**config.mk**
```make
export PLATFORM = sky130hd
export DESIGN_NAME = seq_bit_serializer
export DESIGN_NICKNAME = d
export VERILOG_FILES = /design/src/rtl/seq_pkg.sv /design/src/rtl/seq_bit_serializer.sv
export SDC_FILE = /design/constraint.sdc
export NUM_CORES = 1
export LEC_CHECK = 0
export ABC_CLOCK_PERIOD_IN_PS = 2200
export CORE_MARGIN = 2
export CORE_UTILIZATION = 40
export CTS_BUF_LIST = sky130_fd_sc_hd__clkbuf_4
export CTS_CLUSTER_DIAMETER = 150
export DETAILED_ROUTE_END_ITERATION = 8
export GPL_TIMING_DRIVEN = 1
export PLACE_DENSITY_LB_ADDON = 0.1
export SLEW_MARGIN = 15
export SYNTH_ARGS = -nofsm -noshare
export SYNTH_HDL_FRONTEND = slang
export SYNTH_SLANG_ARGS = --single-unit
```
**constraint.sdc**
```tcl
create_clock -name clk -period 2.2 [get_ports clk]
set_input_delay 0.55 -clock clk [delete_from_list [all_inputs] [get_ports clk]]
set_output_delay 0.55 -clock clk [all_outputs]
set_load 0.01 [all_outputs]
```
**src/rtl/seq_pkg.sv**
```systemverilog
// rtl/seq_pkg.sv - shared serializer state encoding and default word width
package seq_pkg;

  localparam int SEQ_WORD_W = 8;

  typedef enum logic [1:0] {
    IDLE   = 2'd0,
    SHIFT  = 2'd1,
    PARITY = 2'd2
  } ser_state_e;

endpackage

```
**src/rtl/seq_bit_serializer.sv**
```systemverilog
// rtl/seq_bit_serializer.sv - parallel word to registered serial bit stream
// SEQ_SER_PARITY_EN adds a trailing even-parity bit cycle to each frame.
module seq_bit_serializer
  import seq_pkg::*;
#(
  parameter int WIDTH     = SEQ_WORD_W,
  parameter bit LSB_FIRST = 1'b0
) (
  input  logic             clk,
  input  logic             rst,
  input  logic [WIDTH-1:0] din,
  input  logic             din_valid,
  output logic             din_ready,
  output logic             x,
  output logic             x_valid,
  output logic             done
);

  localparam int                CNT_W    = $clog2(WIDTH);
  localparam logic [CNT_W-1:0]  CNT_LAST = CNT_W'(WIDTH - 1);
  localparam logic [CNT_W-1:0]  CNT_PEN  = CNT_W'(WIDTH - 2);

  ser_state_e       state_q, state_d;
  logic [CNT_W-1:0] cnt_q, cnt_d;
  logic [WIDTH-1:0] sr_q, sr_d;
  logic             x_q, x_d;
  logic             xv_q, xv_d;
  logic             done_q, done_d;
`ifdef SEQ_SER_PARITY_EN
  logic             par_q, par_d;
`endif

  logic accept;
  logic final_bit;

  function automatic logic head_bit(input logic [WIDTH-1:0] w);
    return LSB_FIRST ? w[0] : w[WIDTH-1];
  endfunction

  function automatic logic [WIDTH-1:0] drop_head(input logic [WIDTH-1:0] w);
    return LSB_FIRST ? (w >> 1) : (w << 1);
  endfunction

  // The ready window opens on whichever cycle presents the last frame bit.
`ifdef SEQ_SER_PARITY_EN
  assign final_bit = (state_q == PARITY);
`else
  assign final_bit = (state_q == SHIFT) && (cnt_q == CNT_LAST);
`endif

  assign din_ready = rst && ((state_q == IDLE) || final_bit);
  assign accept    = din_valid && din_ready;
  assign x         = x_q;
  assign x_valid   = xv_q;
  assign done      = done_q;

  always_comb begin
    state_d = state_q;
    cnt_d   = cnt_q;
    sr_d    = sr_q;
    x_d     = 1'b0;
    xv_d    = 1'b0;
    done_d  = 1'b0;
`ifdef SEQ_SER_PARITY_EN
    par_d   = par_q;
`endif
    if (accept) begin
      state_d = SHIFT;
      cnt_d   = '0;
      x_d     = head_bit(din);
      sr_d    = drop_head(din);
      xv_d    = 1'b1;
`ifdef SEQ_SER_PARITY_EN
      par_d   = ^din;
`endif
    end else begin
      case (state_q)
        SHIFT: begin
          if (cnt_q == CNT_LAST) begin
`ifdef SEQ_SER_PARITY_EN
            state_d = PARITY;
            x_d     = par_q;
            xv_d    = 1'b1;
            done_d  = 1'b1;
`else
            state_d = IDLE;
`endif
            cnt_d   = '0;
          end else begin
            cnt_d = cnt_q + 1'b1;
            x_d   = head_bit(sr_q);
            sr_d  = drop_head(sr_q);
            xv_d  = 1'b1;
`ifndef SEQ_SER_PARITY_EN
            done_d = (cnt_q == CNT_PEN);
`endif
          end
        end
        default: state_d = IDLE;
      endcase
    end
  end

  always_ff @(posedge clk or negedge rst) begin
    if (!rst) begin
      state_q <= IDLE;
      cnt_q   <= '0;
      sr_q    <= '0;
      x_q     <= 1'b0;
      xv_q    <= 1'b0;
      done_q  <= 1'b0;
`ifdef SEQ_SER_PARITY_EN
      par_q   <= 1'b0;
`endif
    end else begin
      state_q <= state_d;
      cnt_q   <= cnt_d;
      sr_q    <= sr_d;
      x_q     <= x_d;
      xv_q    <= xv_d;
      done_q  <= done_d;
`ifdef SEQ_SER_PARITY_EN
      par_q   <= par_d;
`endif
    end
  end

endmodule

```
[Word-level counts from Yosys, hierarchy flattened]
Index checks and enable logic that the tools add are counted.
Word-level totals
  register bits: 16
  output and inout bits: 4
  logic and storage cells: 37
Operators by class
  add/sub/neg operators: 1
  equality and inequality tests: 5
  multiplexer cells: 18
  reductions and logical operators: 7
Operators by type and width (number)
  8-bit 2-to-1 mux: 3
  1-bit 2-to-1 mux: 9
  3-bit 2-to-1 mux: 3
  3-bit equality test, second input constant: 2
  2-bit 2-to-1 mux: 3
  3-bit by 1-bit adder with 3-bit output, second input constant: 1
  1-bit logical AND: 3
  3-bit by 2-bit inequality test with 1-bit output, second input constant: 1
  2-bit by 1-bit equality test with 1-bit output, second input constant: 1
  2-bit logical NOT: 1
  2-bit inequality test, second input constant: 1
  2-bit AND reduction: 1
  2-bit nonzero test: 1
  1-bit logical OR: 1

[Logic depth before layout (Yosys ltp)]
Gate-level depths: netlist of run 1.
  depth after elaboration: 7
  gate-level depth with buffers: 6

[Worst setup path before layout of run 1]
OpenSTA, ideal clock, no wires.
  path kind: register to output
  start point: reg cnt_q[1]
  end point: out din_ready
  arrival: 1.142 ns
  data required time: 1.650 ns
  setup slack: 0.508 ns
  cell stages (with the launch flop): 6
  buffers on the path: 1
  cell sequence: dfrtp_1 -> ha_1 -> ha_1 -> nor2b_4 -> clkbuf_2 -> nor2b_1
On the way
  cells in the longest elaborated chain, start to end: 4
Ends and longest elaborated chain
  from (decl): line seq_bit_serializer.sv:24  | logic [CNT_W-1:0] cnt_q, cnt_d;
  from (signal assigned): line seq_bit_serializer.sv:117  | cnt_q <= cnt_d;
  3-bit equality test: line seq_bit_serializer.sv:48  | assign final_bit = (state_q == SHIFT) && (cnt_q == CNT_LAST);
  1-bit logical AND: line seq_bit_serializer.sv:48
  1-bit logical OR: line seq_bit_serializer.sv:51  | assign din_ready = rst && ((state_q == IDLE) || final_bit);
  1-bit logical AND: line seq_bit_serializer.sv:51
  to (decl): line seq_bit_serializer.sv:13  | output logic din_ready,
No other way between the ends.

[Worst setup path after layout of run 1]
Same ends and word-level chain as after synthesis.

==> results.toml, run 1 <==
[pwr]
p_leak_nw = 0.416
power.internal_mw = 0.664
p_sw_share_pct = 33.1
power_mw = 0.991
p_sw_mw = 0.328
combPwrFrac_pct = 43.5
p_clk_share_pct = 14.7
p_per_area_nw_per_um2 = 1200
peakVddDrop_mv = 0.542
p_seq_share_pct = 41.8

[global_routing]
antenna_found_initial = 0
grt_pass1_wl_mm = 1.64
overflow = 0
grt_max_degree = 17
grt_pass1_vias = 385
track_usage_pct = 11.9

[setup_path]
critPathLaunchType = "flip-flop"
timing.rr.start = "cnt_q[1]"
cp_max_fo = 3
path_common_cell = "ha_1"
reg2reg_slack_ns = 0.43
cp_data_required_time_ns = 1.65
max_stage_delay_ns = 0.40
path_cells = "ha_1 > ha_1 > nor2b_4 > nor2b_1 > dlygate4sd2_1"
crit_family = "adder cells"
path_class = "flip-flop to output port"
arrival_ns = 1.52
reg2reg_depth = 7
cp-end-kind = "output port"
slowest_stage = "dfrtp_1"
regToRegEndpoint = "sr_q[2]"
critical_path_buf_inv_count = 1

[sta]
rsz0062_at_grt = "no"
min_period_over_period_pct = 94.1
setup_viol_count_final = 0
relSlewSlack_pct = 79.4
max_freq_mhz = 483
worst_slack_ns = 0.131
slew_viol_final = 0
hold_viol = 0
setup_tns_ns = 0
worst_pin_slew_ns = 0.309
final.min_clock_period_ns = 2.07
fin_worst_skew_ns = 0.000507

[clock_tree]
cts_setup_buffers = 0
clock-sinks = 14
clk_path_buf_depth = 2
cts_buffers = 3
ctsResizeCount = 1
clockRootBuffer = "clkbuf_4"
cts.htree.levels = 1
clkLatencyLatePin_ns = 0.27
cts-hold-fix-buffers = 0
cts_tree = "done"
clk_pin_slew_worst_paths_ns = 0.08

[job]
cap_violations = 0

[placement]
postPlaceCellArea_um2 = 805
place_congestion = 0.639
dpl.hpwl_um = 721
numPortBuffers = 14
place_worst_setup_slack_ns = -0.0787
dp_cells = 83

[finish]
final_common_cell = "dfrtp_1"
diodes = 0
final_cell_mix = "dfrtp_1 (14), clkdlybuf4s50_1 (13), and2_1 (6), a221o_1 (5)"
seqCellArea_um2 = 350
fin_cells = 87
nFillCells = 124
nNetsFinal = 86
syn2layout_area_growth_pct = 31.5
drive_gt1_share_pct = 18.3
multi_input_area_um2 = 249
design_area_um2 = 830

[logic_synthesis]
seq_area_frac_synth_pct = 55.6
ys_ff_latch = 14
syn_nets = 65
synth.distinct_cells = 20
synthDominantCellAreaShare_pct = 55.6
avgSynthCellArea_um2 = 12.4
synthTopCellsByArea = "dfrtp_1 (56%), a221o_1 (7.9%), and2_1 (6.0%)"
netlist_instances = 51
syn-cell-area_um2 = 631
synth_top_cell_by_area = "dfrtp_1"
ys_warn_count = 0

[worst_hold_path]
hold_start = "sr_q[6]"
hp-class = "flip-flop to flip-flop"
hold-path-cell-count = 1
worstHoldEndpoint = "sr_q[6]"

[floorplan]
die_h_um = 43.7
coreArea_um2 = 1490
die_width_um = 43.7
num_rows = 14
die_area_um2 = 1910
pin_count = 15
start_util_pct = 42.4

[routing]
drt_iter0_drc = 11
vias = 435
routed_via_density = 5.00
firstDrtPassIters = 6
drt-total-wl_um = 977
postRouteAntennaNets = 0
drc = 0
route.detailed.wl_per_inst_um = 11.2

[status]
outcome = "complete, no violations"
-- registers in the layout, summed over array words and instances, names as in the netlist --
signal   count
cnt_q        3
done         1
sr_q         7
state_q      1
x_valid      1
x            1
-- power groups by stage --
| stage | Sequential [mW] | Clock, mW | Combinational, mW |
|---|---|---|---|
| 6_report | 0.414 | 0.146 | 0.432 |
| 3_5_place_dp | 0.419 | 0 | 0.444 |
| 4_1_cts | 0.415 | 0.152 | 0.441 |
| 2_1_floorplan | 0.422 | 0 | 0.277 |
| 5_1_grt | 0.426 | 0.163 | 0.487 |
| 3_3_place_gp | 0.419 | 0 | 0.437 |
-- cell type report --
type | count | share of cell area, %
sequential | 14 | 42.2
timing repair buffer | 18 | 20.4
clock buffer | 3 | 2.71
clock inverter | 1 | 0.452
inverter | 4 | 1.81
tap | 16 | 2.41
multi-input combinational | 31 | 30.0
-- through the flow --
step	util, %	hold WS (ns)
after detailed placement	54.0	0.487
after global routing	55.7	0.527
after CTS	55.7	0.516
final	55.7	0.512
after floorplan	-	0.254
after global placement	54.0	0.491
-- how the worst max path moves through the flow --
stage | from | to | slack, ns | depth (start not counted)
after global placement | rst | din_ready | -0.09 | 3
after global routing | cnt_q[0] | din_ready | 0.04 | 5
after CTS | cnt_q[1] | din_ready | 0.11 | 5
after detailed placement | rst | din_ready | -0.08 | 3
final | cnt_q[1] | din_ready | 0.13 | 5
after floorplan | cnt_q[1] | din_ready | 0.51 | 5
-- routing by layer --
layer | track usage, % | wire [um]
met1 | 16.9 | 507
met2 | 16.5 | 419
met3 | 3.75 | 50
met4 | 5.45 | 0
met5 | 0 | 0
-- cells in the mapped netlist --
master	instances
a21o_2	1
a221o_1	5
a221o_2	1
a22o_2	1
and2_1	6
and2_2	1
and3_1	1
buf_6	1
clkbuf_2	1
dfrtp_1	14
ha_1	3
inv_1	4
mux2i_1	2
nand2_1	2
nor2_1	3
nor2_2	1
nor2b_1	1
nor2b_4	1
nor3b_1	1
o31ai_1	1
-- cells by family (layout without fill, tap and decap cells) --
kind of cell             count (synthesis)  in the layout  share of synthesized area [%]
AND/OR/NAND/NOR                         17             17                           16.5
AO/OA/AOI/OAI                            9              9                           13.9
multiplexers                             2              2                           3.17
buffers and inverters                    6             26                           4.96
flip-flops                              14             14                           55.6
adder cells (fa/ha/maj)                  3              3                           5.95
Note: power is estimated with default switching activity, not from simulation.
==> inputs of run 2 (changes only) <==
--- a/config.mk
+++ b/config.mk
@@ -9,7 +9,7 @@
 export CORE_MARGIN = 2
 export CORE_UTILIZATION = 40
 export CTS_BUF_LIST = sky130_fd_sc_hd__clkbuf_4
-export CTS_CLUSTER_DIAMETER = 150
+export CTS_CLUSTER_DIAMETER = 30
 export DETAILED_ROUTE_END_ITERATION = 8
 export GPL_TIMING_DRIVEN = 1
 export PLACE_DENSITY_LB_ADDON = 0.1
==> results of run 2 <==
No change in the layout: final DEF, timing and power equal those of run 1.
==> inputs of run 3 (changes only) <==
--- a/config.mk
+++ b/config.mk
@@ -12,7 +12,7 @@
 export CTS_CLUSTER_DIAMETER = 30
 export DETAILED_ROUTE_END_ITERATION = 8
 export GPL_TIMING_DRIVEN = 1
-export PLACE_DENSITY_LB_ADDON = 0.1
+export PLACE_DENSITY = 0.65
 export SLEW_MARGIN = 15
 export SYNTH_ARGS = -nofsm -noshare
 export SYNTH_HDL_FRONTEND = slang
==> run 3 against run 2 <==
Effect of this change: sequential share of layout area is 0.38 points lower; via count increased by 0.92%; non-clock buffer count rose by 1; cell count rose by 1.1%; critical path type unchanged; highest routed layer unchanged.
==> results.toml, run 3 (synthesis gave the netlist of run 1 again) <==
[setup_path]
crit_family = "adder cells"
crit_start = "cnt_q[0]"
max_stage_delay_ns = 0.40
cp_data_required_time_ns = 1.65
slowest_stage = "dfrtp_1"
path_cells = "ha_1 > ha_1 > nor2b_4 > nor2b_1 > dlygate4sd2_1"
timing.rr.start = "cnt_q[0]"
cp-end-kind = "output port"
critical_path_buf_inv_count = 1
arrival_ns = 1.54
path_common_cell = "ha_1"
path_class = "flip-flop to output port"
cp_max_fo = 2
critPathLaunchType = "flip-flop"

[finish]
reg.largest.list = "sr_q x7, cnt_q x3"
diodes = 0
final_core_util_pct = 56.2
syn2layout_area_growth_pct = 32.7
largest_reg_flops = 7
drive_gt1_share_pct = 19.4
final_common_cell = "dfrtp_1"
nNetsFinal = 87
design_area_um2 = 837
regMostFlops = "sr_q"
nFillCells = 134
fin_cells = 88
final_cell_mix = "dfrtp_1 (14), clkdlybuf4s50_1 (13), and2_1 (6), a221o_1 (5), buf_4 (5)"

[routing]
vias = 439
drt_iter0_drc = 6
postRouteAntennaNets = 0
drt-total-wl_mm = 1.13
route.detailed.wl_per_inst_um = 12.8
firstDrtPassIters = 4
routed_via_density = 4.99
drc = 0

[placement]
place_congestion = 0.705
place_worst_setup_slack_ns = -0.103
numPortBuffers = 14
postPlaceCellArea_um2 = 812
dp_cells = 84
dpl.hpwl_um = 803

[clock_tree]
clockRootBuffer = "clkbuf_4"
cts_tree = "done"
cts_setup_buffers = 0
cts_buffers = 3
cts.htree.levels = 1
clk_path_buf_depth = 2
clk_pin_slew_worst_paths_ns = 0.09
clock-sinks = 14
clkLatencyLatePin_ns = 0.28

[sta]
hold_ws_ns = 0.515
min_period_over_period_pct = 94.9
relSlewSlack_pct = 87.1
setup_viol_count_final = 0
worst_pin_slew_ns = 0.192
rsz0062_at_grt = "no"
worst_slack_ns = 0.112
fin_worst_skew_ns = 0.00737
slew_viol_final = 0
max_freq_mhz = 479
hold_viol = 0
final.min_clock_period_ns = 2.09

[global_routing]
grt_pass1_wl_mm = 1.86
grt_max_degree = 17
track_usage_pct = 14.0
overflow = 0
grt_pass1_vias = 446
antenna_found_initial = 0

[job]
cap_violations = 0

[pwr]
p_leak_nw = 0.421
p_per_area_nw_per_um2 = 1190
peakVddDrop_mv = 0.570

[floorplan]
coreArea_um2 = 1490
pin_count = 15
die_area_um2 = 1910
die_width_um = 43.7
die_h_um = 43.7
start_util_pct = 42.4
num_rows = 14

[status]
outcome = "complete, no violations"

[worst_hold_path]
hold_start = "sr_q[3]"
hp-class = "flip-flop to flip-flop"
## run 3: final timing paths
check / endpoint / slack [ns] / depth (start not counted)
max in group asynchronous: state_q[0] / 1.41 / 2
max: din_ready / 0.11 / 5
min reg2reg: sr_q[3] / 0.51 / 1
min: sr_q[3] / 0.51 / 1
min in group asynchronous: done / 0.61 / 2
max reg2reg: sr_q[2] / 0.40 / 7
## run 3: layout make-up
class | instances | area [um^2] | share of cell area (%)
Sequential cell | 14 | 350 | 41.9
Multi-Input combinational cell | 31 | 249 | 29.7
Timing Repair Buffer | 19 | 176 | 21.1
Clock buffer | 3 | 22.5 | 2.69
Tap cell | 16 | 20.0 | 2.39
Inverter | 4 | 15.0 | 1.79
Clock inverter | 1 | 3.75 | 0.448
## run 3: timing repair
action / CTS / global route
gates resized for setup: 1 / 0
hold buffers: 0 / 0
setup endpoints to repair: 1 / 0
## run 3: report_power, final
group / internal [mW] / switching [mW] / leakage (nW)
Combinational: 0.242 / 0.192 / 0.229
Sequential: 0.360 / 0.0560 / 0.177
Clock: 0.0658 / 0.0822 / 0.0154
## run 3: through the flow
| stage | setup TNS (ns) | power (mW) |
|---|---|---|
| 2_1_floorplan | 0 | 0.698 |
| 3_3_place_gp | -0.126 | 0.858 |
| 3_5_place_dp | -0.103 | 0.872 |
| 4_1_cts | 0 | 1.02 |
| 5_1_grt | 0 | 1.09 |
| 6_report | 0 | 0.998 |
## run 3: routing by layer
layer	part of all wire, %	wire length, um	vias to the layer above	track usage [%]
li1	-	-	221	-
met1	43	489	201	15.0
met2	49	549	17	23.8
met3	8.1	91	0	7.92
met4	0	0	0	3.64
met5	0	0	-	0
## run 3: worst register-to-register path, stage by stage (launching register included)
cell and delay [ns]:
dfrtp_1 0.40, ha_1 0.21, ha_1 0.21, nor2b_4 0.11, buf_4 0.17, nor2_2 0.06
buf_4 0.15, a221o_2 0.38
